### src/rtl/instr_fetch_unit_if.sv
// Instruction memory read port.
//   master (fetch unit): drives imem_req/imem_addr, receives imem_rdata/imem_rvalid
//   slave  (memory)    : receives imem_req/imem_addr, drives imem_rdata/imem_rvalid
interface instr_fetch_unit_if;
    logic        imem_req;
    logic [31:0] imem_addr;
    logic [31:0] imem_rdata;
    logic        imem_rvalid;

    modport master (
        output imem_req,
        output imem_addr,
        input  imem_rdata,
        input  imem_rvalid
    );

    modport slave (
        input  imem_req,
        input  imem_addr,
        output imem_rdata,
        output imem_rvalid
    );
endinterface

### src/rtl/instr_fetch_unit.sv
// Instruction fetch unit: IDLE -> FETCH -> WAIT -> VALID loop with branch
// redirect, downstream stall hold and a bounded memory wait (timeout -> NOP).
// Ports:
//   clk, rst          clock, synchronous active-high reset
//   imem              instruction memory port (master side)
//   branch_taken/_target  redirect request from execute
//   stall             downstream cannot accept the held instruction
//   instr_valid, instr, pc_out, pc_plus4, opCode/rs/rt/rd/funct/imm
//   fetch_err         one-cycle pulse on a fetch timeout
module instr_fetch_unit #(
    parameter logic [31:0] RESET_PC = 32'h0000_0000,
    parameter int unsigned MAX_WAIT = 8
) (
    input  logic                clk,
    input  logic                rst,
    instr_fetch_unit_if.master  imem,
    input  logic                branch_taken,
    input  logic [31:0]         branch_target,
    input  logic                stall,
    output logic                instr_valid,
    output logic [31:0]         instr,
    output logic [31:0]         pc_out,
    output logic [31:0]         pc_plus4,
    output logic [5:0]          opCode,
    output logic [4:0]          rs,
    output logic [4:0]          rt,
    output logic [4:0]          rd,
    output logic [5:0]          funct,
    output logic [15:0]         imm,
    output logic                fetch_err
);

    localparam int unsigned CNT_W = $clog2(MAX_WAIT + 1);

    typedef enum logic [1:0] {
        S_IDLE  = 2'd0,
        S_FETCH = 2'd1,
        S_WAIT  = 2'd2,
        S_VALID = 2'd3
    } state_t;

    state_t             state, state_nxt;
    logic [31:0]        pc, pc_nxt;
    logic [31:0]        instr_nxt;
    logic [CNT_W-1:0]   wait_cnt, wait_cnt_nxt;
    logic               fetch_err_nxt;

    // State and datapath registers
    always_ff @(posedge clk) begin
        if (rst) begin
            state     <= S_IDLE;
            pc        <= RESET_PC;
            instr     <= '0;
            wait_cnt  <= '0;
            fetch_err <= 1'b0;
        end else begin
            state     <= state_nxt;
            pc        <= pc_nxt;
            instr     <= instr_nxt;
            wait_cnt  <= wait_cnt_nxt;
            fetch_err <= fetch_err_nxt;
        end
    end

    // Next-state and datapath update; a redirect beats everything but IDLE
    always_comb begin
        state_nxt     = state;
        pc_nxt        = pc;
        instr_nxt     = instr;
        wait_cnt_nxt  = wait_cnt;
        fetch_err_nxt = 1'b0;

        if (branch_taken && (state != S_IDLE)) begin
            state_nxt = S_FETCH;
            pc_nxt    = {branch_target[31:2], 2'b00};
            instr_nxt = '0;
        end else begin
            case (state)
                S_IDLE: begin
                    state_nxt = S_FETCH;
                end
                S_FETCH: begin
                    state_nxt    = S_WAIT;
                    wait_cnt_nxt = '0;
                end
                S_WAIT: begin
                    if (imem.imem_rvalid) begin
                        instr_nxt = imem.imem_rdata;
                        state_nxt = S_VALID;
                    end else begin
                        wait_cnt_nxt = wait_cnt + CNT_W'(1);
                        // This miss is the MAX_WAIT-th: give up and hand over a NOP
                        if (wait_cnt == CNT_W'(MAX_WAIT - 1)) begin
                            instr_nxt     = '0;
                            fetch_err_nxt = 1'b1;
                            state_nxt     = S_VALID;
                        end
                    end
                end
                S_VALID: begin
                    if (!stall) begin
                        pc_nxt    = pc + 32'd4;
                        state_nxt = S_FETCH;
                    end
                end
                default: begin
                    state_nxt = S_IDLE;
                end
            endcase
        end
    end

    // Request/valid decode from state, forced low while reset is held
    assign imem.imem_req  = (state == S_FETCH) && !rst;
    assign imem.imem_addr = pc;
    assign instr_valid    = (state == S_VALID) && !rst;

    assign pc_out   = pc;
    assign pc_plus4 = pc + 32'd4;

    assign opCode = instr[31:26];
    assign rs     = instr[25:21];
    assign rt     = instr[20:16];
    assign rd     = instr[15:11];
    assign funct  = instr[5:0];
    assign imm    = instr[15:0];

endmodule

### src/flat_wrapper.sv
// flat-port wrapper written by rule: the top's interface ports become plain ports
module instr_fetch_unit_flat 
#(
    parameter logic [31:0] RESET_PC = 32'h0000_0000,
    parameter int unsigned MAX_WAIT = 8
)
  (clk, rst, branch_taken, branch_target, stall, instr_valid, instr, pc_out, pc_plus4, opCode, rs, rt, rd, funct, imm, fetch_err, imem_imem_req, imem_imem_addr, imem_imem_rdata, imem_imem_rvalid);
  instr_fetch_unit_if imem_i ();
  input  logic clk;
  input  logic rst;
  input  logic branch_taken;
  input  logic [31:0] branch_target;
  input  logic stall;
  output logic instr_valid;
  output logic [31:0] instr;
  output logic [31:0] pc_out;
  output logic [31:0] pc_plus4;
  output logic [5:0] opCode;
  output logic [4:0] rs;
  output logic [4:0] rt;
  output logic [4:0] rd;
  output logic [5:0] funct;
  output logic [15:0] imm;
  output logic fetch_err;
  output wire logic [$bits(imem_i.imem_req)-1:0] imem_imem_req;
  output wire logic [$bits(imem_i.imem_addr)-1:0] imem_imem_addr;
  input wire logic [$bits(imem_i.imem_rdata)-1:0] imem_imem_rdata;
  input wire logic [$bits(imem_i.imem_rvalid)-1:0] imem_imem_rvalid;
  assign imem_imem_req = imem_i.imem_req;
  assign imem_imem_addr = imem_i.imem_addr;
  assign imem_i.imem_rdata = imem_imem_rdata;
  assign imem_i.imem_rvalid = imem_imem_rvalid;
  instr_fetch_unit #(.RESET_PC(RESET_PC), .MAX_WAIT(MAX_WAIT)) u_core (.clk(clk), .rst(rst), .imem(imem_i), .branch_taken(branch_taken), .branch_target(branch_target), .stall(stall), .instr_valid(instr_valid), .instr(instr), .pc_out(pc_out), .pc_plus4(pc_plus4), .opCode(opCode), .rs(rs), .rt(rt), .rd(rd), .funct(funct), .imm(imm), .fetch_err(fetch_err));
endmodule
### config.mk
export PLATFORM = sky130hd
export DESIGN_NAME = instr_fetch_unit_flat
export DESIGN_NICKNAME = d
export VERILOG_FILES = /design/src/rtl/instr_fetch_unit_if.sv /design/src/rtl/instr_fetch_unit.sv /design/src/flat_wrapper.sv
export SDC_FILE = /design/constraint.sdc
export NUM_CORES = 1
export LEC_CHECK = 0
export BUFFER_PORTS_ARGS = -buffer_cell sky130_fd_sc_hd__buf_4
export CAP_MARGIN = 25
export CORE_MARGIN = 1
export CORE_UTILIZATION = 45
export CTS_CLUSTER_SIZE = 8
export DETAILED_ROUTE_END_ITERATION = 16
export PLACE_DENSITY_LB_ADDON = 0.12
export SKIP_CTS_REPAIR_TIMING = 1
export SYNTH_ARGS = -nofsm -noshare
export SYNTH_HDL_FRONTEND = slang
export SYNTH_SLANG_ARGS = --single-unit
### constraint.sdc
create_clock -name clk -period 2.24 [get_ports clk]
set_clock_uncertainty 0.2 [all_clocks]
set_input_delay 0.224 -clock clk [delete_from_list [all_inputs] [get_ports clk]]
set_output_delay 0.224 -clock clk [all_outputs]
set_load 0.02 [all_outputs]
======== Yosys cells after proc, flatten, opt, wreduce, memory -nomap -nowiden ========
Cells that the tools add are included.
word-level totals
  flip-flop bits (word level) ............. 71
  word-level logic and storage cells ...... 52
  input bits .............................. 69
  output and inout bits ................... 174
cells by class
  mux-type cells .......................... 13
  $add $sub $neg .......................... 2
  equal/unequal tests ..................... 10
  reduce and logical (&&, ||, !) cells .... 17
  bitwise gates (word level) .............. 3
operator list
  cell                   number
  $mux 32                5
  $add 32x3->32 const B  1
  $reduce_and 2->1       5
  $pmux 2 s4             1
  $pmux 4 s2             1
  $reduce_bool 2->1      4
  $mux 2                 3
  $ne 3x2->1 const B     2
  $add 4x1->4 const B    1
  $eq 2x2->1 const B     2
  $eq 4x3->1 const B     1
  $mux 4                 1
  $ne 2x2->1 const B     2
  $ne 4x2->1 const B     1
  $reduce_or 4->1        1
  $logic_and 1x1->1      3
  $not 1->1              3
  $reduce_and 3->1       1
  $eq 2x1->1 const B     1
  $logic_not 2->1        1
  $mux 1                 2
  $ne 2x1->1 const B     1
  $reduce_or 2->1        1
  $logic_not 1->1        1

======== Depth between registers and ports, before layout ========
Gate-level depths: netlist (run 1).
  depth in word-level cells ............... 5
  mapped depth ............................ 8

======== Least setup slack after synthesis (run 1) ========
OpenSTA, ideal clock, no wires.
  path kind ............................... reg-to-output
  start point ............................. reg u_core.pc[2], in the netlist u_core.imem.imem_addr[2]
  end point ............................... out pc_plus4[24]
  required time ........................... 1,816 ps
  path buffers ............................ 0
  data arrival time ....................... 2,106 ps
  stages on the path, launching flop included .. 6
  path slack .............................. -290 ps
  cells stage by stage .................... dfxtp_1 -> ha_1 -> and4_1 -> nand3_1 -> or3_1 -> xnor2_1
between the ends
  cells in the longest elaborated chain, start to end .. 1
RTL lines
  what                    line                     RTL
  start, declared         instr_fetch_unit.sv:43   logic [31:0] pc, pc_nxt;
  start signal, assigned  instr_fetch_unit.sv:58   pc <= pc_nxt;
  $add 32x3->32           instr_fetch_unit.sv:119  assign pc_plus4 = pc + 32'd4;
  end, declared           flat_wrapper.sv:17       output logic [31:0] pc_plus4;
No other way between the ends.

======== Final worst setup path (run 1) ========
  start point ............................. reg u_core.pc[5], in the netlist u_core.imem.imem_addr[5]
  end point ............................... out pc_plus4[21]
Same word-level chain as after synthesis.

==> flow_summary.toml, run 1 <==
[synthesis]
yosys.area_share.simple_pct = 22.9
synth_area_per_cell_sq_um = 8.00
yosysMostFrequentCell = "buf_4"
synth_seq_cells = 69
async_reset_ff_share_pct = 0
syn_inst = 538
yosysTopAreaCell = "dfxtp_1"
synthXorXnorAreaFrac_pct = 7.32
synth_top_family_by_area = "simple AND/OR/NAND/NOR gates"
synth_area_sq_mm = 0.00431
synth_compound_area_share_pct = 17.5
synth_top_area_share_pct = 32.1
synth_edf_count = 0
ys_types = 47
muxShareOfSynthArea_pct = 0.494
ys_warn_count = 0
synth_flop_cell = "dfxtp_1"
synthAdderAreaFrac_pct = 1.74
ys_seq_area_share_pct = 32.1
yosys-top-cells-area = "dfxtp_1 32%, buf_4 14%, a22oi_1 6.6%, nor2_1 4.4%, xnor2_1 3.7%"
synth_commonest_cells = "79 x buf_4, 69 x dfxtp_1, 50 x nor2_1"

[pwr]
clock_power_share_pct = 24.8
p_per_area_mw_per_mm2 = 612
cellLeakagePower_nw = 3.09
switching_share_pct = 37.1
p_sw_mw = 1.57
seq_power_share_pct = 34.9
p_int_mw = 2.66
combPwrFrac_pct = 40.3
ir_worst_vdd_v = 0.000434
total_power_mw = 4.22

[outcome]
violations = "negative hold slack, negative setup slack"
status = "finished, violations left"

[routing]
wl_per_cell_um = 15.8
first_pass_iters = 5
antenna_left = 0
via_count = 4861
drc = 0
viasPerCell = 5.34
wirelength_um = 14300
drtIter0Drc = 184

[placement]
dp_hpwl_um = 9920
portBuffers = 234
place.gp.congestion = 0.950
place_inst = 839

[floorplan]
core_sq_mm = 0.00924
initial_core_util_pct = 46.6
chipWidth_um = 99.8
die_h_um = 99.8
io-pin-count = 243
rows = 35
design.die.area_sq_mm = 0.00996

[timing]
drv_slew = 0
fin_crit_sh_pct = 109
rsz0062_at_grt = "true"
setup_viol_count_final = 15
setup_slack_ns = -0.206
whs_ns = -0.0308
max_freq_mhz = 409
post-route-min-period_ns = 2.45
finalHoldViolations = 5

[clock_network]
cts_root_buf = "clkbuf_8"
clock_path_buffers = 2
cts_buffers = 9
htreeDepth = 3
cts_tree = "built"
clk_latency_ns = 0.34
cts.sinks = 69
path_clk_slew_ns = 0.08

[global_route]
grt_usage_pct = 25.1
grt_pass1_vias = 4116
antenna_found_initial = 0
grt_max_degree = 35
gr-total-overflow = 0
grt_pass1_wl_um = 19900

[worst_setup_path]
startpoint_type = "flip-flop"
required_ns = 1.82
endpoint_kind = "output port"
cp.arrival_ns = 2.02
worstSetupPathType = "flip-flop to output port"
crit_fanout = 5

[cells_and_area]
fill_cells = 700
layout-drive-gt1-share_pct = 47.9
syn_to_final_growth_pct = 60.3
n_antenna_cell = 0
fin_nets = 852
final_cells = 910

[flow_run]
maxCapViolCount = 0

[hold_path]
hold_class = "input port to flip-flop"
==> logic make-up after synthesis <==
| group | count (synthesis) |
|---|---|
| other cells | 1 |
| mux | 2 |
| simple gates | 186 |
| compound gates | 112 |
| xor+xnor | 36 |
| buf+inv | 126 |
| flops | 69 |
| fa+ha+maj | 6 |
==> critical path: stages, from the launching register on <==
cell	delay [ns]
dfxtp_2	0.37
and4_2	0.30
nand4_1	0.27
nor4_2	0.27
xor2_1	0.27
buf_4	0.19
==> power by group through the flow <==
| stage | Clock (mW) | Combinational (mW) | Sequential, mW |
|---|---|---|---|
| floorplan | 0 | 0.876 | 1.60 |
| global placement | 0 | 1.56 | 1.48 |
| detailed placement | 0 | 1.57 | 1.49 |
| CTS | 1.06 | 1.58 | 1.46 |
| global route | 1.10 | 1.81 | 1.49 |
| finish | 1.05 | 1.70 | 1.47 |
==> stage by stage <==
step                      utilization [%]  setup slack, ns  setup TNS [ns]  area, sq um
after floorplan                         -           0.0103               0         4400
after global placement               64.4           0.0730               0         5950
after detailed placement             64.4           0.0611               0         5950
after CTS                            66.5           -0.325           -4.37         6150
after global routing                 74.7           -0.272           -3.08         6900
final                                74.7           -0.206           -1.52         6900
==> layout by cell type (no fill, tap or decap), types with 6 or more instances in the layout <==
cell           count
nor3_1             6
dfxtp_1           53
nand3_1           13
dlygate4sd3_1     40
a21oi_1           12
buf_4            293
nor2_1            46
o221ai_1           6
nand2_1           24
clkbuf_8          10
xnor2_1           15
nand3_2            6
o21ai_0           27
o31ai_1            6
dfxtp_2           13
inv_1              7
a31oi_1            8
or3_1              8
a22oi_1           38
buf_6              8
conb_1             6
xor2_1            16
nand4_1           18
a311oi_1           7
==> sequential cells by signal, summed over array words and instances, names as in the netlist <==
name                   flops
u_core.instr              32
u_core.state               2
u_core.fetch_err           1
u_core.imem.imem_addr     30
u_core.wait_cnt            4
==> routing by layer <==
layer	share of wire, %	wire, um	global-route usage (%)	vias to the layer above
li1	-	-	-	2328
met3	6.5	926	4.25	35
met5	0	0	0	-
met1	41	5880	32.4	2267
met2	50	7160	40.7	231
met4	2.6	369	12.0	0
==> area by class of cell <==
type / count / area (sq um) / share of cell area, %
timing repair buffer: 341 / 2690 / 39.0
multi-input combinational: 348 / 2410 / 35.0
sequential: 69 / 1410 / 20.4
tap: 129 / 161 / 2.34
clock buffer: 10 / 138 / 1.99
clock inverter: 5 / 60.1 / 0.870
inverter: 8 / 30.0 / 0.435
==> worst paths after layout <==
path	startpoint	end	slack [ns]	depth (start not counted)
min reg2reg	u_core.wait_cnt[3]	u_core.wait_cnt[3]	0.29	2
max reg2reg	u_core.imem.imem_addr[18]	u_core.imem.imem_addr[30]	0.12	6
min	branch_target[12]	u_core.imem.imem_addr[12]	-0.03	3
max	u_core.imem.imem_addr[5]	pc_plus4[21]	-0.21	5
Power figures use the tool's default switching activity.
==> inputs of run 2 (changes only) <==
--- a/config.mk
+++ b/config.mk
@@ -9,6 +9,7 @@
 export CAP_MARGIN = 25
 export CORE_MARGIN = 1
 export CORE_UTILIZATION = 45
+export CTS_BUF_LIST = sky130_fd_sc_hd__clkbuf_4 sky130_fd_sc_hd__clkbuf_8 sky130_fd_sc_hd__clkbuf_16
 export CTS_CLUSTER_SIZE = 8
 export DETAILED_ROUTE_END_ITERATION = 16
 export PLACE_DENSITY_LB_ADDON = 0.12
==> constraint.sdc (replaced) <==
create_clock -name clk -period 2.3 [get_ports clk]
set_clock_uncertainty 0.2 [all_clocks]
set_input_delay 0.23 -clock clk [delete_from_list [all_inputs] [get_ports clk]]
set_output_delay 0.23 -clock clk [all_outputs]
set_load 0.02 [all_outputs]
==> flow_summary.toml, run 2 (synthesized netlist as in run 1, its figures left out) <==
[outcome]
status = "finished, violations left"
violations = "negative hold slack, negative setup slack"

[timing]
setup_viol_count_final = 14
post-route-min-period_ns = 2.42
finalHoldViolations = 4
rsz0062_at_grt = "true"
max_freq_mhz = 414
drv_slew = 0
fin_crit_sh_pct = 105
whs_ns = -0.0258
setup_slack_ns = -0.117

[cells_and_area]
layout-drive-gt1-share_pct = 49.4
largest_reg_flops = 32
syn_to_final_growth_pct = 60.9
n_antenna_cell = 0
fin_nets = 840
top_register = "u_core.instr"
final_common_cell = "buf_4"
final_cell_mix = "283 x buf_4, 48 x dfxtp_1, 44 x nor2_1, 38 x a22oi_1, 38 x dlygate4sd3_1"
post-route-cell-area_sq_mm = 0.00693

[worst_setup_path]
ff2ff_setup_slack_ns = 0.06
required_ns = 1.87
reg2reg_from = "u_core.imem.imem_addr[3]"
reg2regPathDepth = 6
r2r_end = "u_core.imem.imem_addr[30]"
worstSetupPathType = "flip-flop to output port"
startpoint_type = "flip-flop"
endpoint_kind = "output port"
cp.arrival_ns = 1.99
crit_fanout = 4

[global_route]
grt_usage_pct = 25.4
grt_pass1_wl_um = 20300
antenna_found_initial = 0
grt_max_degree = 35
gr-total-overflow = 0
grt_pass1_vias = 4099

[routing]
viasPerCell = 5.40
first_pass_iters = 5
drtIter0Drc = 263
antenna_left = 0
wl_per_cell_um = 16.3
via_count = 4851
wirelength_um = 14600
drc = 0

[pwr]
total_power_mw = 4.29
p_per_area_mw_per_mm2 = 619
ir_worst_vdd_v = 0.000391
cellLeakagePower_nw = 3.07

[placement]
dp_hpwl_um = 9940
dp_slack_ns = 0.0628
placed_area_sq_mm = 0.00589
place.gp.congestion = 0.933
portBuffers = 234

[floorplan]
design.die.area_sq_mm = 0.00996
io-pin-count = 243
chipWidth_um = 99.8
initial_core_util_pct = 46.6
core_sq_mm = 0.00924
rows = 35
die_h_um = 99.8

[hold_path]
min_from = "branch_target[10]"
holdPathEnd = "u_core.imem.imem_addr[10]"
whs_path_depth = 3
hold_class = "input port to flip-flop"

[clock_network]
cts_root_buf = "clkbuf_8"
cts_buffers = 9
path_clk_slew_ns = 0.08
cts.sinks = 69
clk_latency_ns = 0.34
cts_tree = "built"
clock_path_buffers = 2
htreeDepth = 3

[flow_run]
maxCapViolCount = 0
-- run 2: cell types whose count changed in the layout (fill, tap and decap cells not counted), sizes merged --
| cell | delta |
|---|---|
| clkinv | +1 |
| buf | -10 |
| inv | -1 |
| bufinv | +2 |
| dlygate4sd3 | -2 |
| clkbuf | -1 |
| clkinvlp | -1 |
-- run 2: layer usage --
metal,track usage [%],routed length (um)
met5,0,0
met4,7.13,281
met3,4.04,1030
met2,43.7,7520
met1,33.0,5810
-- run 2: how the worst max path moves through the flow --
stage,start,end,slack (ns),cells past startpoint
after floorplan,u_core.imem.imem_addr[12],pc_plus4[24],-0.02,5
final,u_core.imem.imem_addr[2],pc_plus4[21],-0.12,6
after CTS,u_core.imem.imem_addr[3],pc_plus4[30],-0.32,7
after global routing,u_core.imem.imem_addr[3],pc_plus4[28],-0.18,7
after global placement,u_core.imem.imem_addr[3],pc_plus4[24],0.12,6
after detailed placement,u_core.imem.imem_addr[3],pc_plus4[30],0.06,7
-- run 2: stage by stage --
step / hold slack, ns / TNS, ns / std cells / utilization, %
3_3_place_gp: 0.264 / 0 / 834 / 63.8
3_5_place_dp: 0.274 / 0 / 834 / 63.8
5_1_grt: 0.00359 / -1.88 / 898 / 75.0
4_1_cts: -0.0848 / -3.01 / 849 / 66.4
2_1_floorplan: 0.178 / -0.0159 / 543 / -
6_report: -0.0258 / -0.844 / 898 / 75.0
-- run 2: worst max-delay path, stage by stage, from the launching register on --
cell and delay [ns]:
dfxtp_2 0.37, buf_6 0.11, and4_4 0.22, nand4_1 0.26
nor4_2 0.33, xor2_1 0.20, buf_4 0.17
-- run 2: cell type report --
type	instances	area, sq um
tap	129	161
sequential	69	1420
clock buffer	9	124
clock inverter	6	113
inverter	8	30.0
multi-input combinational	348	2480
timing repair buffer	329	2590
fill	673	2310
-- run 2: power by group --
part           leakage (nW)  switching, mW  internal, mW
Clock                 0.119          0.480         0.716
Sequential            0.571          0.142          1.31
Combinational          2.38          0.905         0.738
Total                  3.07           1.53          2.77
